===== config.mk =====
export PLATFORM = sky130hd
export DESIGN_NAME = mem_port_arbiter
export DESIGN_NICKNAME = d
export VERILOG_FILES = /design/src/rtl/mem_port_arbiter.sv
export SDC_FILE = /design/constraint.sdc
export NUM_CORES = 1
export LEC_CHECK = 0
export CAP_MARGIN = 20
export CORE_AREA = 2 2 108 110
export CTS_CLUSTER_DIAMETER = 40
export DETAILED_ROUTE_END_ITERATION = 8
export DIE_AREA = 0 0 110 112
export PLACE_DENSITY = 0.68
export SYNTH_ARGS = -nofsm -noshare
export SYNTH_HDL_FRONTEND = slang
export SYNTH_SLANG_ARGS = --single-unit

===== constraint.sdc =====
create_clock -name clk -period 2.1 [get_ports clk]
set_input_delay 0.42 -clock clk [delete_from_list [all_inputs] [get_ports clk]]
set_output_delay 0.42 -clock clk [all_outputs]
set_load 0.1 [all_outputs]

===== src/rtl/mem_port_arbiter.sv =====
`default_nettype none
// ============================================================================
// Module   : mem_port_arbiter
// Purpose  : Shares one memory port between instruction fetch and the LSU,
//            one outstanding transaction, with a fetch anti-starvation streak.
// Revision : 1.0 - initial release
// ============================================================================

module mem_port_arbiter #(
    parameter int ADDR_W       = 32,
    parameter int DATA_W       = 32,
    parameter int STARVE_LIMIT = 4
) (
    input  logic                  clk,
    input  logic                  rst_n,

    input  logic                  if_req_i,
    input  logic [ADDR_W-1:0]     if_addr_i,
    output logic                  if_gnt_o,
    output logic                  if_rvalid_o,
    output logic [DATA_W-1:0]     if_rdata_o,

    input  logic                  lsu_req_i,
    input  logic                  lsu_we_i,
    input  logic [DATA_W/8-1:0]   lsu_be_i,
    input  logic [ADDR_W-1:0]     lsu_addr_i,
    input  logic [DATA_W-1:0]     lsu_wdata_i,
    output logic                  lsu_gnt_o,
    output logic                  lsu_rvalid_o,
    output logic [DATA_W-1:0]     lsu_rdata_o,

    output logic                  mem_req_o,
    output logic                  mem_we_o,
    output logic [DATA_W/8-1:0]   mem_be_o,
    output logic [ADDR_W-1:0]     mem_addr_o,
    output logic [DATA_W-1:0]     mem_wdata_o,
    input  logic                  mem_gnt_i,
    input  logic                  mem_rvalid_i,
    input  logic [DATA_W-1:0]     mem_rdata_i
);

    localparam int c_streak_w = $clog2(STARVE_LIMIT + 1);
    localparam logic [c_streak_w-1:0] c_streak_max = c_streak_w'(STARVE_LIMIT);

    typedef enum logic [1:0] {
        ST_IDLE = 2'd0,
        ST_ADDR = 2'd1,
        ST_RESP = 2'd2
    } state_t;

    state_t                  r_state;
    state_t                  w_state_nxt;
    logic                    r_owner_lsu;
    logic                    w_owner_nxt;
    logic [c_streak_w-1:0]   r_streak;
    logic [c_streak_w-1:0]   w_streak_nxt;
    logic                    w_req;
    logic                    w_sel_lsu;
    logic                    w_resp;

    // ------------------------------------------------------------------------
    // Next-state, owner selection and bus request
    // ------------------------------------------------------------------------
    always_comb begin
        w_req       = 1'b0;
        w_sel_lsu   = r_owner_lsu;
        w_state_nxt = r_state;
        w_owner_nxt = r_owner_lsu;
        case (r_state)
            ST_IDLE: begin
                w_req     = if_req_i | lsu_req_i;
                // LSU wins ties unless fetch has already waited out its streak
                w_sel_lsu = lsu_req_i & ~(if_req_i & (r_streak == c_streak_max));
                if (w_req) begin
                    w_owner_nxt = w_sel_lsu;
                    w_state_nxt = mem_gnt_i ? ST_RESP : ST_ADDR;
                end
            end
            ST_ADDR: begin
                w_req = 1'b1;
                if (mem_gnt_i) begin
                    w_state_nxt = ST_RESP;
                end
            end
            ST_RESP: begin
                if (mem_rvalid_i) begin
                    w_state_nxt = ST_IDLE;
                end
            end
            default: begin
                w_state_nxt = ST_IDLE;
            end
        endcase
    end

    // Held low while reset is asserted so no request leaks onto the bus
    assign mem_req_o = w_req & rst_n;

    assign if_gnt_o  = mem_req_o & mem_gnt_i & ~w_sel_lsu;
    assign lsu_gnt_o = mem_req_o & mem_gnt_i &  w_sel_lsu;

    // ------------------------------------------------------------------------
    // Bus payload mux; zero whenever no request is presented
    // ------------------------------------------------------------------------
    always_comb begin
        mem_we_o    = 1'b0;
        mem_be_o    = '0;
        mem_addr_o  = '0;
        mem_wdata_o = '0;
        if (mem_req_o) begin
            if (w_sel_lsu) begin
                mem_we_o    = lsu_we_i;
                mem_be_o    = lsu_be_i;
                mem_addr_o  = lsu_addr_i;
                mem_wdata_o = lsu_wdata_i;
            end else begin
                mem_be_o    = '1;
                mem_addr_o  = if_addr_i;
            end
        end
    end

    // ------------------------------------------------------------------------
    // Response routing: only a response seen while waiting for one counts
    // ------------------------------------------------------------------------
    assign w_resp       = (r_state == ST_RESP) & mem_rvalid_i;
    assign if_rvalid_o  = w_resp & ~r_owner_lsu;
    assign lsu_rvalid_o = w_resp &  r_owner_lsu;
    assign if_rdata_o   = mem_rdata_i;
    assign lsu_rdata_o  = mem_rdata_i;

    // ------------------------------------------------------------------------
    // Consecutive LSU grants while fetch is waiting
    // ------------------------------------------------------------------------
    always_comb begin
        w_streak_nxt = r_streak;
        if (!if_req_i || if_gnt_o) begin
            w_streak_nxt = '0;
        end else if (lsu_gnt_o && (r_streak != c_streak_max)) begin
            w_streak_nxt = r_streak + c_streak_w'(1);
        end
    end

    always_ff @(posedge clk or negedge rst_n) begin
        if (!rst_n) begin
            r_state     <= ST_IDLE;
            r_owner_lsu <= 1'b0;
            r_streak    <= '0;
        end else begin
            r_state     <= w_state_nxt;
            r_owner_lsu <= w_owner_nxt;
            r_streak    <= w_streak_nxt;
        end
    end

endmodule

`default_nettype wire


After elaboration in Yosys (flattened, before gate mapping) --
Index checks and enable logic that the tools add are counted.
Word-level totals: output and inout port bits 138, logic and storage cells 48, bits in registers 6, input port bits 139
Operators by class: equal/unequal tests 7, reduce and logical (&&, ||, !) cells 7, muxes and demuxes 17, bitwise logic cells 13, $add $sub $neg 1
Operator list (count):
- 32-bit two-way mux | 4
- 1-bit AND | 9
- 2-bit two-way mux | 4
- 4-bit two-way mux | 2
- 3-bit two-way mux | 2
- 2-bit != test (second input constant) | 3
- 2-bit one-hot mux with 3 select lines | 1
- 3-bit by 1-bit adder with 3-bit output (second input constant) | 1
- 3-bit == test (second input constant) | 1
- 1-bit two-way mux | 3
- 3-bit != test (second input constant) | 1
- 1-bit NOT | 3
- 3-bit AND reduction | 1
- 2-bit by 1-bit == test with 1-bit output (second input constant) | 1
- 2-bit == test (second input constant) | 1
- 2-bit logical NOT | 1
- 1-bit one-hot mux with 2 select lines | 1
- 2-bit AND reduction | 1
- 2-bit nonzero test | 1
- 1-bit logical AND | 1
- 1-bit logical NOT | 1
- 1-bit logical OR | 1
- 1-bit bitwise OR | 1

Depth between registers and ports, before layout --
depth in word-level cells 9, gate-level depth with buffers 7

Worst setup path before layout --
Ideal clock, no wire load.
path kind register to output, start point reg r_streak[0], end point out mem_addr_o[23], arrival 2905 ps, buffers on the path 2, data required time 1680 ps, cell stages (with the launch flop) 8, slack -1225 ps, cell sequence dfrtp_1 -> inv_1 -> ha_1 -> nand3_1 -> a31oi_1 -> buf_4 -> buf_6 -> mux2i_1
Between the ends: longest elaborated chain between the ends 7
Ends and longest elaborated chain:
- start: declaration | line 55 | logic [c_streak_w-1:0] r_streak;
- start signal: assignment | line 152 | r_streak <= w_streak_nxt;
- 3-bit == test | line 73 | w_sel_lsu = lsu_req_i & ~(if_req_i & (r_streak == c_streak_max));
- 1-bit AND | line 73
- 1-bit NOT | line 73
- 1-bit AND | line 73
- 1-bit two-way mux | line 69 | case (r_state)
- 32-bit two-way mux | line 111 | if (w_sel_lsu) begin
- 32-bit two-way mux | line 110 | if (mem_req_o) begin
- end: declaration | line 35 | output logic [ADDR_W-1:0] mem_addr_o,
Every way passes these cells.

Worst setup path in the final report --
start point reg r_streak[1], end point out mem_addr_o[0]
Same word-level chain as after synthesis.

==> results.cfg <==
[status]
status = finished with violations
failed_checks = setup timing

[sta]
maxSlewHeadroom_pct = 76.51
period_minus_slack_ns = 2.415
setup_viol = 71
worstMarginPinSlew_ns = 0.3524
finalCritPeriodShare_pct = 115.0
setup_tns_ns = -15.26
hold_viol_final = 0
finalWorstSetupSlack_ns = -0.3152
rsz0062_at_grt = yes
maxSlewViolCount = 0
final.setup_skew_ns = 0.0002644
fmax_ghz = 0.4140

[floorplanning]
std_cell_rows = 39
start_util_pct = 17.30
coreArea_mm2 = 0.01117
dieArea_mm2 = 0.01232
die_h_um = 112
die_x_um = 110
ios = 277

[critical_path]
r2r_start = r_state[0]
cp.depth = 9
crit_family = buffers and inverters
critPathBufInv = 5
start_kind = flop
slowest_stage = dfrtp_1
crit_arrival_ns = 2.00
worst_setup_path_end_kind = output pin
crit_path_frequent_cell = buf_12
crit_start = r_streak[1]
rr_endpoint = r_streak[2]
max_stage_delay_ns = 0.39
cp.required_ns = 1.68
cp_cell_sequence = inv_2 -> ha_4 -> nand3_4 -> a31oi_4 -> buf_6 -> buf_12 -> buf_16 -> mux2i_4 -> buf_12
path_max_fanout = 8
endpoint = mem_addr_o[0]
crit_type = flop to output pin
worstRegToRegCells = 7
r2r_slack_ns = 0.28

[clocking]
clk_latency_ns = 0.23
cts_buffer_depth = 2
clock-sinks = 6
holdBufCountCts = 0
clock-root-buffer = clkbuf_16
cts_tree = done
cts.clk_slew.worst_paths_ns = 0.03
cts_buffers = 3
h-tree-depth = 1

[global_routing]
grtUsageMet1_pct = 12.85
grt_pass1_wl_um = 14650
gr-max-usage-layer = met2
grt-ovfl-total = 0
grt_start_max_net_pins = 37
grt_pass1_vias = 2560
grt_usage_pct = 15.56
use_met3_pct = 4.098
antenna_found_initial = 1
use_met2_pct = 33.91

[routing]
wl_um = 10620
drt_pass1_iterations = 4
vias = 2525
drt_iter0_drc = 103
drc_errors = 0
wl_per_cell_um = 19.20
viasPerCell = 4.566
ant_nets = 0

[logic_synthesis]
synth_compound_area_share_pct = 5.890
synth_top_area_share_pct = 25.63
synthMostInstantiatedCell = buf_4
synth-xor-area-share_pct = 0
synth_top_family_by_area = simple AND/OR/NAND/NOR gates
yosysWarnings = 0
ys_types = 28
synth-seq-cells = 6
syn_area_mm2 = 0.001933
synth_top_flop_cell = dfrtp_1
yosysSeqAreaShare_pct = 7.767
synth_edf_count = 0
avgSynthCellArea_um2 = 7.240
syn-instance-count = 267
yosys.area_share.adder_pct = 1.294
synth_area_leaders = buf_4 (26%), nand3_1 (17%), mux2i_1 (17%)
async_flop_share_pct = 100.0
synth-simple-area-share_pct = 34.50
yosys.area.top_type = buf_4
synthMuxAreaShare_pct = 16.57
synth_fp_nets = 408
yosys-top-cells-count = buf_4 (66), nand3_1 (65), and3_1 (37)

[placed_design]
gp_congestion = 0.7492
io_buffers = 180
dpl.hpwl_um = 7907

[cells_and_area]
drive_gt1_share_pct = 55.75
syn_to_final_growth_pct = 181.4
nets = 552

[pwr]
p_leak_nw = 2.074
powerDensity_mw_per_mm2 = 732.8
power_mw = 3.986
ir_drop_v = 0.0003414

[min_path]
holdCritPathClass = primary input to async pin

[run]
drv_cap = 0
-- power by group --
| group | total, mW | internal [mW] | switching (mW) |
|---|---|---|---|
| sequential | 0.141 | 0.130 | 0.0110 |
| combinational | 3.53 | 1.57 | 1.96 |
| clock | 0.313 | 0.245 | 0.0686 |
-- per-stage QoR --
stage               utilization (%)  hold slack [ns]  setup WS [ns]  instance area [um2]  std cells
finish                        48.67           0.2456        -0.3152                 5439        553
global route                  48.67           0.2673        -0.3877                 5439        553
CTS                           46.69           0.2487        -0.3537                 5218        544
detailed placement            41.68           0.5886        -0.4933                 4657        517
global placement              41.68           0.5857        -0.4677                 4657        517
floorplan                         -           0.1244        -0.2993                 2439        267
-- state kept, by name, indices dropped and copies added, names as in the netlist --
name         cells
r_owner_lsu      1
r_state          2
r_streak         3
-- how the worst min path moves through the flow --
stage / to / slack (ns) / depth (start not counted)
global placement: r_owner_lsu / 0.59 / 3
finish: r_streak[2] / 0.25 / 2
CTS: r_owner_lsu / 0.25 / 2
global route: r_streak[2] / 0.27 / 2
detailed placement: r_owner_lsu / 0.59 / 3
floorplan: r_owner_lsu / 0.12 / 0
-- final cells by class --
type	count	area (um2)
Antenna cell	1	2.502
Clock buffer	3	75.07
Fill cell	958	5736
Inverter	3	11.26
Multi-Input combinational cell	171	1853
Sequential cell	6	150.1
Tap cell	143	178.9
Timing Repair Buffer	226	3168
-- cell families after synthesis --
kind of cell	Yosys count
mux	32
flops	6
compound gates	14
fa+ha+maj	2
buf+inv	93
simple gates	120
-- layer usage --
| layer | wire length (um) | vias to the layer above |
|---|---|---|
| li1 | - | 1176 |
| met5 | 0 | - |
| met2 | 6362 | 172 |
| met1 | 3061 | 1168 |
| met3 | 1105 | 9 |
| met4 | 87 | 0 |
-- cells in the final DEF (no fill, tap or decap), types with 3 or more instances in the layout --
cell type and instances:
buf_4 22, and3_2 15, buf_16 7, nand3_1 47
buf_12 84, mux2i_4 32, nand3_2 17, clkbuf_16 3
buf_6 7, and3_4 20, o21a_4 4, and2_4 4
nand2_1 5, clkdlybuf4s50_1 103, dfrtp_1 6
-- what timing repair did --
| action | 4_1_cts | 5_1_grt |
|---|---|---|
| cloned | 8 | 0 |
| resized for setup | 40 | 37 |
| setup buffers | 16 | 8 |
| setup endpoints to repair | 72 | 72 |
| hold endpoints to repair | 0 | 0 |
| pin swaps | 3 | 2 |
Power figures use the tool's default switching activity.
